===== src/rtl/rv32i_pkg.sv =====
// Shared types and sizes for the RV32I data-memory arbiter slice.
package rv32i_pkg;

    localparam int DMEM_DEPTH = 32;
    localparam int XLEN       = 32;

    // Owner of the read issued in the previous cycle.
    typedef enum logic [1:0] {
        IDLE    = 2'd0,
        RD_CORE = 2'd1,
        RD_DBG  = 2'd2
    } arb_state_t;

    // Which requester won the memory port this cycle.
    typedef enum logic {
        OWN_CORE = 1'b0,
        OWN_DBG  = 1'b1
    } owner_t;

endpackage


===== src/rtl/rv32i_arb_hold_ctr.sv =====
// Saturating starvation counter: counts consecutive core wins while the debug
// port waits, and flags when debug must be forced through.
module rv32i_arb_hold_ctr #(
    parameter int MAX_HOLD = 4
) (
    input  logic clk,
    input  logic rst,
    input  logic inc,
    input  logic clr,
    output logic expired
);

    localparam int CNT_W = $clog2(MAX_HOLD + 1);

    logic [CNT_W-1:0] cnt_reg;

    assign expired = (cnt_reg == CNT_W'(MAX_HOLD));

    // Clear has priority; increment saturates at MAX_HOLD.
    always_ff @(posedge clk or posedge rst) begin
        if (rst) begin
            cnt_reg <= '0;
        end else if (clr) begin
            cnt_reg <= '0;
        end else if (inc && !expired) begin
            cnt_reg <= cnt_reg + 1'b1;
        end
    end

endmodule


===== src/rtl/rv32i_dmem_arbiter.sv =====
// Arbitrates the single-port data memory between the core MEM stage and the
// debug/loader port. Core has priority; the hold counter guarantees debug a
// slot after MAX_HOLD consecutive core wins. Read data is returned one cycle
// after grant to whichever requester issued the read.
// Optional feature: define DMEM_ARB_RANGE_CHK_EN to reject addresses >= DEPTH
// (retired without a memory access, addr_err pulsed). Otherwise addresses wrap.
module rv32i_dmem_arbiter
    import rv32i_pkg::*;
#(
    parameter int DEPTH    = DMEM_DEPTH,
    parameter int ADDR_W   = $clog2(DEPTH),
    parameter int DATA_W   = XLEN,
    parameter int MAX_HOLD = 4
) (
    input  logic              clk,
    input  logic              RN,
    input  logic              core_req,
    input  logic              core_we,
    input  logic [31:0]       core_addr,
    input  logic [DATA_W-1:0] core_wdata,
    output logic              core_gnt,
    output logic              core_rvalid,
    output logic [DATA_W-1:0] core_rdata,
    output logic              core_stall,
    input  logic              dbg_req,
    input  logic              dbg_we,
    input  logic [31:0]       dbg_addr,
    input  logic [DATA_W-1:0] dbg_wdata,
    output logic              dbg_gnt,
    output logic              dbg_rvalid,
    output logic [DATA_W-1:0] dbg_rdata,
    output logic              mem_en,
    output logic              mem_we,
    output logic [ADDR_W-1:0] mem_addr,
    output logic [DATA_W-1:0] mem_wdata,
    input  logic [DATA_W-1:0] mem_rdata,
    output logic              addr_err
);

    arb_state_t        state_reg;
    owner_t            winner;
    logic              expired;
    logic              core_sel;
    logic              dbg_sel;
    logic              any_gnt;
    logic              win_we;
    logic [31:0]       win_addr;
    logic [DATA_W-1:0] win_wdata;
    logic              rd_fire;
    logic [DATA_W-1:0] core_rdata_reg;
    logic [DATA_W-1:0] dbg_rdata_reg;

    // Grants are suppressed while reset is asserted so nothing is granted
    // in the same cycle reset arrives.
    always_comb begin
        core_sel = 1'b0;
        dbg_sel  = 1'b0;
        if (!RN) begin
            core_sel = core_req & (~dbg_req | ~expired);
            dbg_sel  = dbg_req  & (~core_req | expired);
        end
    end

    assign winner    = dbg_sel ? OWN_DBG : OWN_CORE;
    assign any_gnt   = core_sel | dbg_sel;
    assign win_we    = (winner == OWN_DBG) ? dbg_we    : core_we;
    assign win_addr  = (winner == OWN_DBG) ? dbg_addr  : core_addr;
    assign win_wdata = (winner == OWN_DBG) ? dbg_wdata : core_wdata;

    assign core_gnt   = core_sel;
    assign dbg_gnt    = dbg_sel;
    assign core_stall = core_req & ~core_gnt;

    assign mem_we    = mem_en & win_we;
    assign mem_addr  = win_addr[ADDR_W-1:0];
    assign mem_wdata = win_wdata;
    assign rd_fire   = mem_en & ~win_we;

`ifdef DMEM_ARB_RANGE_CHK_EN
    logic addr_oob;
    logic addr_err_reg;

    // Out-of-range requests are retired (granted) but never touch memory.
    assign addr_oob = any_gnt & (win_addr >= 32'(DEPTH));
    assign mem_en   = any_gnt & ~addr_oob;
    assign addr_err = addr_err_reg;

    // One-cycle error pulse following a rejected access.
    always_ff @(posedge clk or posedge RN) begin
        if (RN) begin
            addr_err_reg <= 1'b0;
        end else begin
            addr_err_reg <= addr_oob;
        end
    end
`else
    logic unused_addr_hi;

    // Upper address bits are dropped: the address wraps within the array.
    assign unused_addr_hi = ^win_addr[31:ADDR_W];
    assign mem_en         = any_gnt;
    assign addr_err       = 1'b0;
`endif

    // Starvation counter: count core wins over a waiting debug port, clear
    // whenever debug wins or stops asking.
    rv32i_arb_hold_ctr #(
        .MAX_HOLD (MAX_HOLD)
    ) u_hold_ctr (
        .clk     (clk),
        .rst     (RN),
        .inc     (core_sel & dbg_req),
        .clr     (dbg_sel | ~dbg_req),
        .expired (expired)
    );

    // Track owner of the read issued this cycle; writes and idle cycles
    // return to IDLE so a write never produces read data.
    always_ff @(posedge clk or posedge RN) begin
        if (RN) begin
            state_reg <= IDLE;
        end else if (rd_fire) begin
            state_reg <= (winner == OWN_DBG) ? RD_DBG : RD_CORE;
        end else begin
            state_reg <= IDLE;
        end
    end

    // Capture delivered read data so each port holds its last value.
    always_ff @(posedge clk or posedge RN) begin
        if (RN) begin
            core_rdata_reg <= '0;
            dbg_rdata_reg  <= '0;
        end else begin
            if (state_reg == RD_CORE) core_rdata_reg <= mem_rdata;
            if (state_reg == RD_DBG)  dbg_rdata_reg  <= mem_rdata;
        end
    end

    assign core_rvalid = (state_reg == RD_CORE);
    assign dbg_rvalid  = (state_reg == RD_DBG);
    assign core_rdata  = core_rvalid ? mem_rdata : core_rdata_reg;
    assign dbg_rdata   = dbg_rvalid  ? mem_rdata : dbg_rdata_reg;

endmodule


===== config.mk =====
export PLATFORM = sky130hd
export DESIGN_NAME = rv32i_dmem_arbiter
export DESIGN_NICKNAME = d
export VERILOG_FILES = /design/src/rtl/rv32i_pkg.sv /design/src/rtl/rv32i_arb_hold_ctr.sv /design/src/rtl/rv32i_dmem_arbiter.sv
export SDC_FILE = /design/constraint.sdc
export NUM_CORES = 1
export LEC_CHECK = 0
export BUFFER_PORTS_ARGS = -buffer_cell sky130_fd_sc_hd__buf_2
export CAP_MARGIN = 15
export CORE_AREA = 2 2 107 109
export DETAILED_ROUTE_END_ITERATION = 8
export DIE_AREA = 0 0 109 111
export GPL_ROUTABILITY_DRIVEN = 0
export PLACE_DENSITY = 0.67
export REMOVE_ABC_BUFFERS = 1
export SLEW_MARGIN = 20
export SYNTH_ARGS = -nofsm -noshare
export SYNTH_HDL_FRONTEND = slang
export SYNTH_SLANG_ARGS = --single-unit

===== constraint.sdc =====
create_clock -name clk -period 4.2 [get_ports clk]
set_clock_uncertainty 0.15 [all_clocks]
set_input_delay 0.84 -clock clk [delete_from_list [all_inputs] [get_ports clk]]
set_output_delay 0.84 -clock clk [all_outputs]
set_load 0.005 [all_outputs]

==> results of run 1 <==
## cells in the mapped netlist (2+ instances only)
library cell               number  area [µm²]
sky130_fd_sc_hd__a21boi_0       3        22.5
sky130_fd_sc_hd__buf_2          9        45.0
sky130_fd_sc_hd__buf_6          2        22.5
sky130_fd_sc_hd__clkbuf_1       2        7.51
sky130_fd_sc_hd__dfrtp_1       69        1730
sky130_fd_sc_hd__ha_1           2        25.0
sky130_fd_sc_hd__inv_1          4        15.0
sky130_fd_sc_hd__mux2_2        91        1020
sky130_fd_sc_hd__mux2_4        10         150
sky130_fd_sc_hd__nand2_1        4        15.0
sky130_fd_sc_hd__nand2b_1       2        12.5
sky130_fd_sc_hd__nand3_1        2        10.0
sky130_fd_sc_hd__nor2_1         2        7.51
sky130_fd_sc_hd__nor3b_1        2        15.0
## cell type report
type | instances | area share (%)
clock inverters | 6 | 1.82
multi-input cells | 130 | 29.2
clock buffers | 10 | 5.04
flip-flops and latches | 69 | 36.4
well taps | 143 | 3.77
inverters | 4 | 0.317
repair buffers | 221 | 23.4
## power by group through the flow
stage / Clock (µW) / Sequential (µW) / Combinational [µW]
after floorplan: 0 / 835 / 255
after global placement: 0 / 840 / 501
after detailed placement: 0 / 849 / 513
after CTS: 831 / 837 / 515
after global routing: 864 / 848 / 557
final: 808 / 834 / 502
## stage by stage
stage | util (%) | total power [µW]
6_report | 42.8 | 2140
2_1_floorplan | - | 1090
4_1_cts | 42.8 | 2180
5_1_grt | 42.8 | 2270
3_3_place_gp | 39.9 | 1340
3_5_place_dp | 39.9 | 1360
## per-layer routing
layer	share of wire (%)	wire length [µm]	up-vias
li1	-	-	1202
met1	36	3220	1233
met2	51	4630	137
met3	9.5	860	18
met4	3.6	328	0
met5	0	0	-
## critical path, stage by stage
cell and delay (ns):
sky130_fd_sc_hd__buf_2 0.16, sky130_fd_sc_hd__nand2b_1 0.20, sky130_fd_sc_hd__nor2_4 0.08, sky130_fd_sc_hd__buf_4 0.42
sky130_fd_sc_hd__mux2_2 0.41, sky130_fd_sc_hd__buf_2 0.16
## how the worst min path moves through the flow
stage,cells after the start,end,from,slack [ns]
after floorplan,1,dbg_rdata_reg[0],dbg_rdata_reg[0],0.34
after global placement,1,dbg_rdata_reg[9],dbg_rdata_reg[9],0.32
after detailed placement,1,dbg_rdata_reg[24],dbg_rdata_reg[24],0.33
after CTS,1,dbg_rdata_reg[24],dbg_rdata_reg[24],0.34
after global routing,1,core_rdata_reg[1],core_rdata_reg[1],0.36
final,1,dbg_rdata_reg[24],dbg_rdata_reg[24],0.34
## logic make-up after synthesis
kind of cell | Yosys count | synth area share [%]
AO/OA/AOI/OAI | 7 | 1.88
multiplexers | 101 | 36.8
AND/OR/NAND/NOR | 19 | 3.29
other | 1 | 0.117
flip-flops | 69 | 54.1
adder cells (fa/ha/maj) | 2 | 0.784
buffers and inverters | 18 | 3.06
==> results summary, run 1 <==
The number of enable-type register cells in the synthesized netlist is 0. The synthesis-to-finish area growth came out at 48.5%. The number of standard cells after synthesis is 217.

The share of the yosys chip area belonging to registers came out at 54.1%. The clock tree synthesis step divided the H-tree into 3 levels. Tracing the worst setup path back leads to its startpoint at RN.

The final instance area is 0.00474 mm². The total count of max-transition violations in the final report was 0. Across all register-to-register paths, the minimum setup slack is 2.26 ns. The number of buffers inserted to repair setup after CTS came out at 0. The aggregate global-route resource usage is between 10% and 20%. The met1 capacity usage during global routing came out at between 10% and 20%. The worst slack at placement is 0.910 ns. The placed wire-length estimate is 7.25 mm. The number of different library cells in the post-synthesis netlist is 27. The post-route minimum period is between 3 and 4 ns. The worst setup path is captured at an output port.

The library cell used most frequently in the layout, excluding fill and tap cells, is sky130_fd_sc_hd__buf_2. The worst slack on hold paths is approximately 0.34 ns. The I/O pin total is 275. The number of rows in the core area came out at 39. Setup repair after global routing left no endpoint under its margin.

The worst register-to-register path begins at state_reg[1]. The pin slew with the least headroom to its limit came out at 1.00 ns. In this run, the clock network consumes between 30% and 40% of the power. The data arrival at the endpoint of the critical path came out at 2.29 ns.

The maximum number of pins on one net before global-route repair came out at 73. The leakage power is approximately 0.0024 µW. For met3 alone, demand over resource in global routing was 5.58%.

The total internal power came out at 1620 µW. The count of non-filler cells in the finished layout is between 500 and 600. The floorplan step defined a die boundary enclosing 0.0121 mm². The per-instance average area after synthesis came out at 14.7 µm². The flip-flop and latch area came out at 0.00173 mm². Setup violations remaining at the end of the flow were counted as 0. For this run, asynchronously set or reset flops after synthesis account for 100%. The TritonCTS clock tree is built. The net count of the finished layout is about 600. The number of clock buffers inserted by TritonCTS came out at 9. The power density over the cells came out at around 450 mW/mm². Measured against its own limit, the worst slew margin works out to 33.2%. The number of clock sinks came out at 69. The worst IR drop on VDD came out at 0.209 mV. The post-detailed-routing wire length came out at 9.04 mm. The region available for standard cell placement spans 0.0111 mm². The library cells used most frequently in the layout, excluding fill and tap cells, are sky130_fd_sc_hd__buf_2 (219), sky130_fd_sc_hd__mux2_2 (91), sky130_fd_sc_hd__dfrtp_1 (69), sky130_fd_sc_hd__mux2_4 (10), sky130_fd_sc_hd__clkbuf_16 (9). The share of power burned in registers came out at between 30 and 40%. The detailed-route vias per instance came out at 4.44. The cell count after placement is about 570. The power dissipated by switching net loads is 520 µW. The remaining antenna violation count after routing is 0. The logic depth of the worst register-to-register path is 2. The switching part of the total is 24.3%. The count of unresolved DRC violations after routing came out at 0. The area of combinational cells with multiple inputs is 0.00138 mm². The sum of negative setup slack came out at 0 ns. In this run the critical register-to-register path is captured at core_rdata_reg[26].

The overall via count from detail_route is 2590. Data on the critical path is required at its endpoint by 3.21 ns. The share of total power dissipated in combinational logic is between 20% and 30%. The layer flagged by global routing as most heavily used is met2. The initial antenna violation count was 0.

The die outline width came out at 109 µm. The effective utilization at floorplan came out at ~29%. The standard cell area after detailed placement came out at 0.00442 mm².

The run finished with clean final reports. The first detailed-routing pass ran for 2 iterations. After global routing the overflow that remains totals 0.

The critical path startpoint category is a primary input. In this run, synthesis produced a sequential element count of 69. The number of synthesis warnings came out at 0. The number of fill cells came out at 1072.

After clock tree synthesis, the flow added hold-fix buffers numbering 0. The setup slack after layout came out at 0.917 ns. The most used flip-flop cell after synthesis is sky130_fd_sc_hd__dfrtp_1.

The first global-routing pass estimated 13.6 mm of wire. The largest buffer count on any clock path came out at 2. The class of the tightest hold or removal check is reg -> reg.

The final count of hold timing violations came out at 0. The height of the chip is 111 µm. After clock tree synthesis, the repair step resized 0 gates. Across the run, the number of max-cap violations was 0. The root buffer cell chosen for the clock tree is sky130_fd_sc_hd__clkbuf_16. The setup path with the least slack is of type in -> out. The met2 capacity usage during global routing came out at approximately a quarter. Static timing analysis puts the maximum clock frequency at 305 MHz. Following the worst setup path forward leads to its endpoint at mem_wdata[30]. The clock transition at the register clock pins on the worst setup and hold paths after CTS is 0.06 ns. The fraction of layout cells with a size suffix above 1 is between 70% and 80%.

The clock insertion delay at the later pin of the skew report came out at 0.32 ns. The post-route clock period utilization is 78.2%. The post-synth design cell area came out at about 0.0032 mm². The average wire per cell in the routed design is 15.5 µm. The highest fanout seen on the critical path came out at 39. The number of global-route vias before repair is 2734. The number of antenna diodes in the final layout is 0. The number of violations reported at the end of detailed-routing iteration 0 is 53. The total of buffers placed on input and output ports is 219.
Note: power is estimated with default switching activity, not from simulation.
==> inputs of run 2 (changes only) <==
==> constraint.sdc (replaced) <==
create_clock -name clk -period 3.1 [get_ports clk]
set_clock_uncertainty 0.15 [all_clocks]
set_input_delay 0.62 -clock clk [delete_from_list [all_inputs] [get_ports clk]]
set_output_delay 0.62 -clock clk [all_outputs]
set_load 0.005 [all_outputs]
==> run 2 against run 1 <==
Highest routed layer unchanged. Register-to-register slack lost 0.92 ns. Non-clock buffer count rose by 3. First-iteration DRC count up 47%. Sequential share of layout area decreased by 0.44 points. Clock-buffer cell count increased by 1.
==> results summary, run 2 (synthesis results as in run 1) <==
The height of the chip is 111 µm (unchanged). The area of the placeable core came to 0.0111 mm² (unchanged). The average wire per cell in the routed design came to 15.6 µm (was 15.5 µm).

For the finished layout, the period the worst path requires is 2.84 ns. Highest-count cells in the layout ignoring fill and taps: sky130_fd_sc_hd__buf_2 (219), sky130_fd_sc_hd__mux2_2 (91), sky130_fd_sc_hd__dfrtp_1 (69), sky130_fd_sc_hd__mux2_4 (10), sky130_fd_sc_hd__clkbuf_16 (9) (unchanged). The overall overflow remaining after global route came out at 0 (unchanged). Timing would allow up to 352 MHz. The final instance area is 0.00480 mm² (was 0.00474 mm²). The global-route wire length before repair came out at 13.9 mm (was 13.6 mm). The source of the worst register-to-register timing path was u_hold_ctr.cnt_reg[0] (was state_reg[1]).

The die area is 0.0121 mm² (unchanged). The number of antenna cells inserted came to 0 (unchanged). The final setup violation count came out at 0 (unchanged). Run status: finished clean (unchanged).

The worst slack on hold paths came out at 0.289 ns (was 0.339 ns). The standard cell area after detailed placement came out at 0.00446 mm² (was 0.00442 mm²). The number of clock sinks is 69 (unchanged).

The overall via count from detail_route is 2604 (was 2590). The count of unresolved DRC violations after routing came out at 0 (unchanged). RSZ-0062 raised after global routing: false (unchanged). The highest fanout seen on the critical path came to 39 (unchanged). The number of rows in the core area came to 39 (unchanged). The number of maximum-capacitance violations is 0 (unchanged). The most common library cell in the layout ignoring fill and taps was sky130_fd_sc_hd__buf_2 (unchanged). The count of hold buffers inserted by post-cts repair came out at 0 (unchanged). The H-tree depth is 3 (unchanged). The detailed-route vias per instance is 4.44 (about the same). The total of buffers placed on input and output ports is 219 (unchanged). The clock root buffer master is sky130_fd_sc_hd__clkbuf_16 (unchanged). The I/O pin total was 275 (unchanged). The first-pass iteration count of the detailed router is 4 (was 2). The net count of the finished layout came to 606 (was 603). The number of global-route vias before repair came out at 2780 (was 2734). The leakage power is 0.00240 µW (was 0.00238 µW).

The final count of hold timing violations is 0 (unchanged). The total count of max-transition violations in the final report is 0 (unchanged). The remaining antenna violation count after routing came out at 0 (unchanged). The data arrival at the endpoint of the critical path came out at 2.07 ns (was 2.29 ns).

The startpoint of the most critical setup path is u_hold_ctr.cnt_reg[0] (was RN). The fraction of layout cells with a size suffix above 1 came out at 78.1% (was 78.0%). The initial antenna violation count came out at 0 (unchanged).

The element type at the critical path end is an output port (unchanged). The number of buffers inserted to repair setup after CTS was 0 (unchanged). The total power draw came out at 2930 µW (was 2140 µW). The number of clock buffers inserted by TritonCTS was 9 (unchanged).

The number of violations reported at the end of detailed-routing iteration 0 came out at 78 (was 53). The placed wire-length estimate came to 7.51 mm (was 7.25 mm). The maximum number of pins on one net before global-route repair came out at 48 (was 73). The clock insertion delay at the later pin of the skew report is 0.32 ns (about the same).

The critical path startpoint category is a flip-flop (was primary input). The largest buffer count on any clock path came out at 2 (unchanged). The pin slew with the least headroom to its limit is 0.574 ns (was 1.00 ns). The effective utilization at floorplan is 28.8% (unchanged). The synthesis-to-finish area growth is 50.3% (was 48.5%). The share of the core filled with cells is 43.3% (was 42.8%). The die outline width is 109 µm (unchanged).

The worst IR drop on VDD came to 0.232 mV (was 0.209 mV). The max-slew headroom at the worst pin was 61.7% (was 33.2%). The aggregate global-route resource usage came out at 15.4% (was 15.1%). The class of the tightest hold or removal check was in -> async (was reg -> reg).

The power density over the cells came out at 610 mW/mm² (was 452 mW/mm²). The post-detailed-routing wire length came out at 9.11 mm (was 9.04 mm). The post-cts repair resize count is 0 (unchanged). The data required time of the worst path came out at 2.33 ns (was 3.21 ns). The TritonCTS clock tree was built (unchanged). The worst path uses roughly 92% of the clock period. The setup slack of the worst register-to-register path is 1.34 ns (was 2.26 ns). The clock transition at the register clock pins on the worst setup and hold paths after CTS was 0.05 ns (was 0.06 ns). The classification of the worst setup path was reg -> out (was in -> out).
## run 2: final timing paths
path                                    endpoint  depth (start not counted)
max                                mem_wdata[30]                          7
min                        u_hold_ctr.cnt_reg[1]                          3
max reg2reg                         state_reg[0]                          6
min reg2reg                    dbg_rdata_reg[25]                          1
max in group asynchronous      dbg_rdata_reg[20]                          3
min in group clk                    state_reg[1]                          2
## run 2: worst max-delay path: stages (launching register included)
cell                       delay, ns
sky130_fd_sc_hd__dfrtp_1        0.40
sky130_fd_sc_hd__inv_1          0.09
sky130_fd_sc_hd__ha_1           0.24
sky130_fd_sc_hd__a21boi_4       0.10
sky130_fd_sc_hd__nor2_4         0.13
sky130_fd_sc_hd__buf_12         0.24
sky130_fd_sc_hd__mux2_2         0.38
sky130_fd_sc_hd__buf_2          0.16
## run 2: per-stage QoR
| step | setup WS, ns | std cells | setup TNS (ns) |
|---|---|---|---|
| after CTS | 0.243 | 586 | 0 |
| after global placement | 0.470 | 570 | 0 |
| after global routing | 0.167 | 586 | 0 |
| after floorplan | -0.0720 | 203 | -1.83 |
| final | 0.259 | 586 | 0 |
| after detailed placement | 0.450 | 570 | 0 |
## run 2: final cells by class
cell class              instances  area [µm²]
fillers                      1055        6280
multi-input cells             130        1380
well taps                     143         179
inverters                       4        15.0
clock buffers                  11         253
repair buffers                224        1160
clock inverters                 5        82.6
flip-flops and latches         69        1730
## run 2: power by group
part           switching (µW)  internal (µW)
Clock                     361            747
Sequential               43.8           1090
Combinational             296            393
Total                     700           2230
## run 2: metal layers
layer	global-route usage, %	share of wire [%]
met1	16.4	36
met2	26.8	52
met3	5.29	9.0
met4	7.01	2.6
met5	0	0
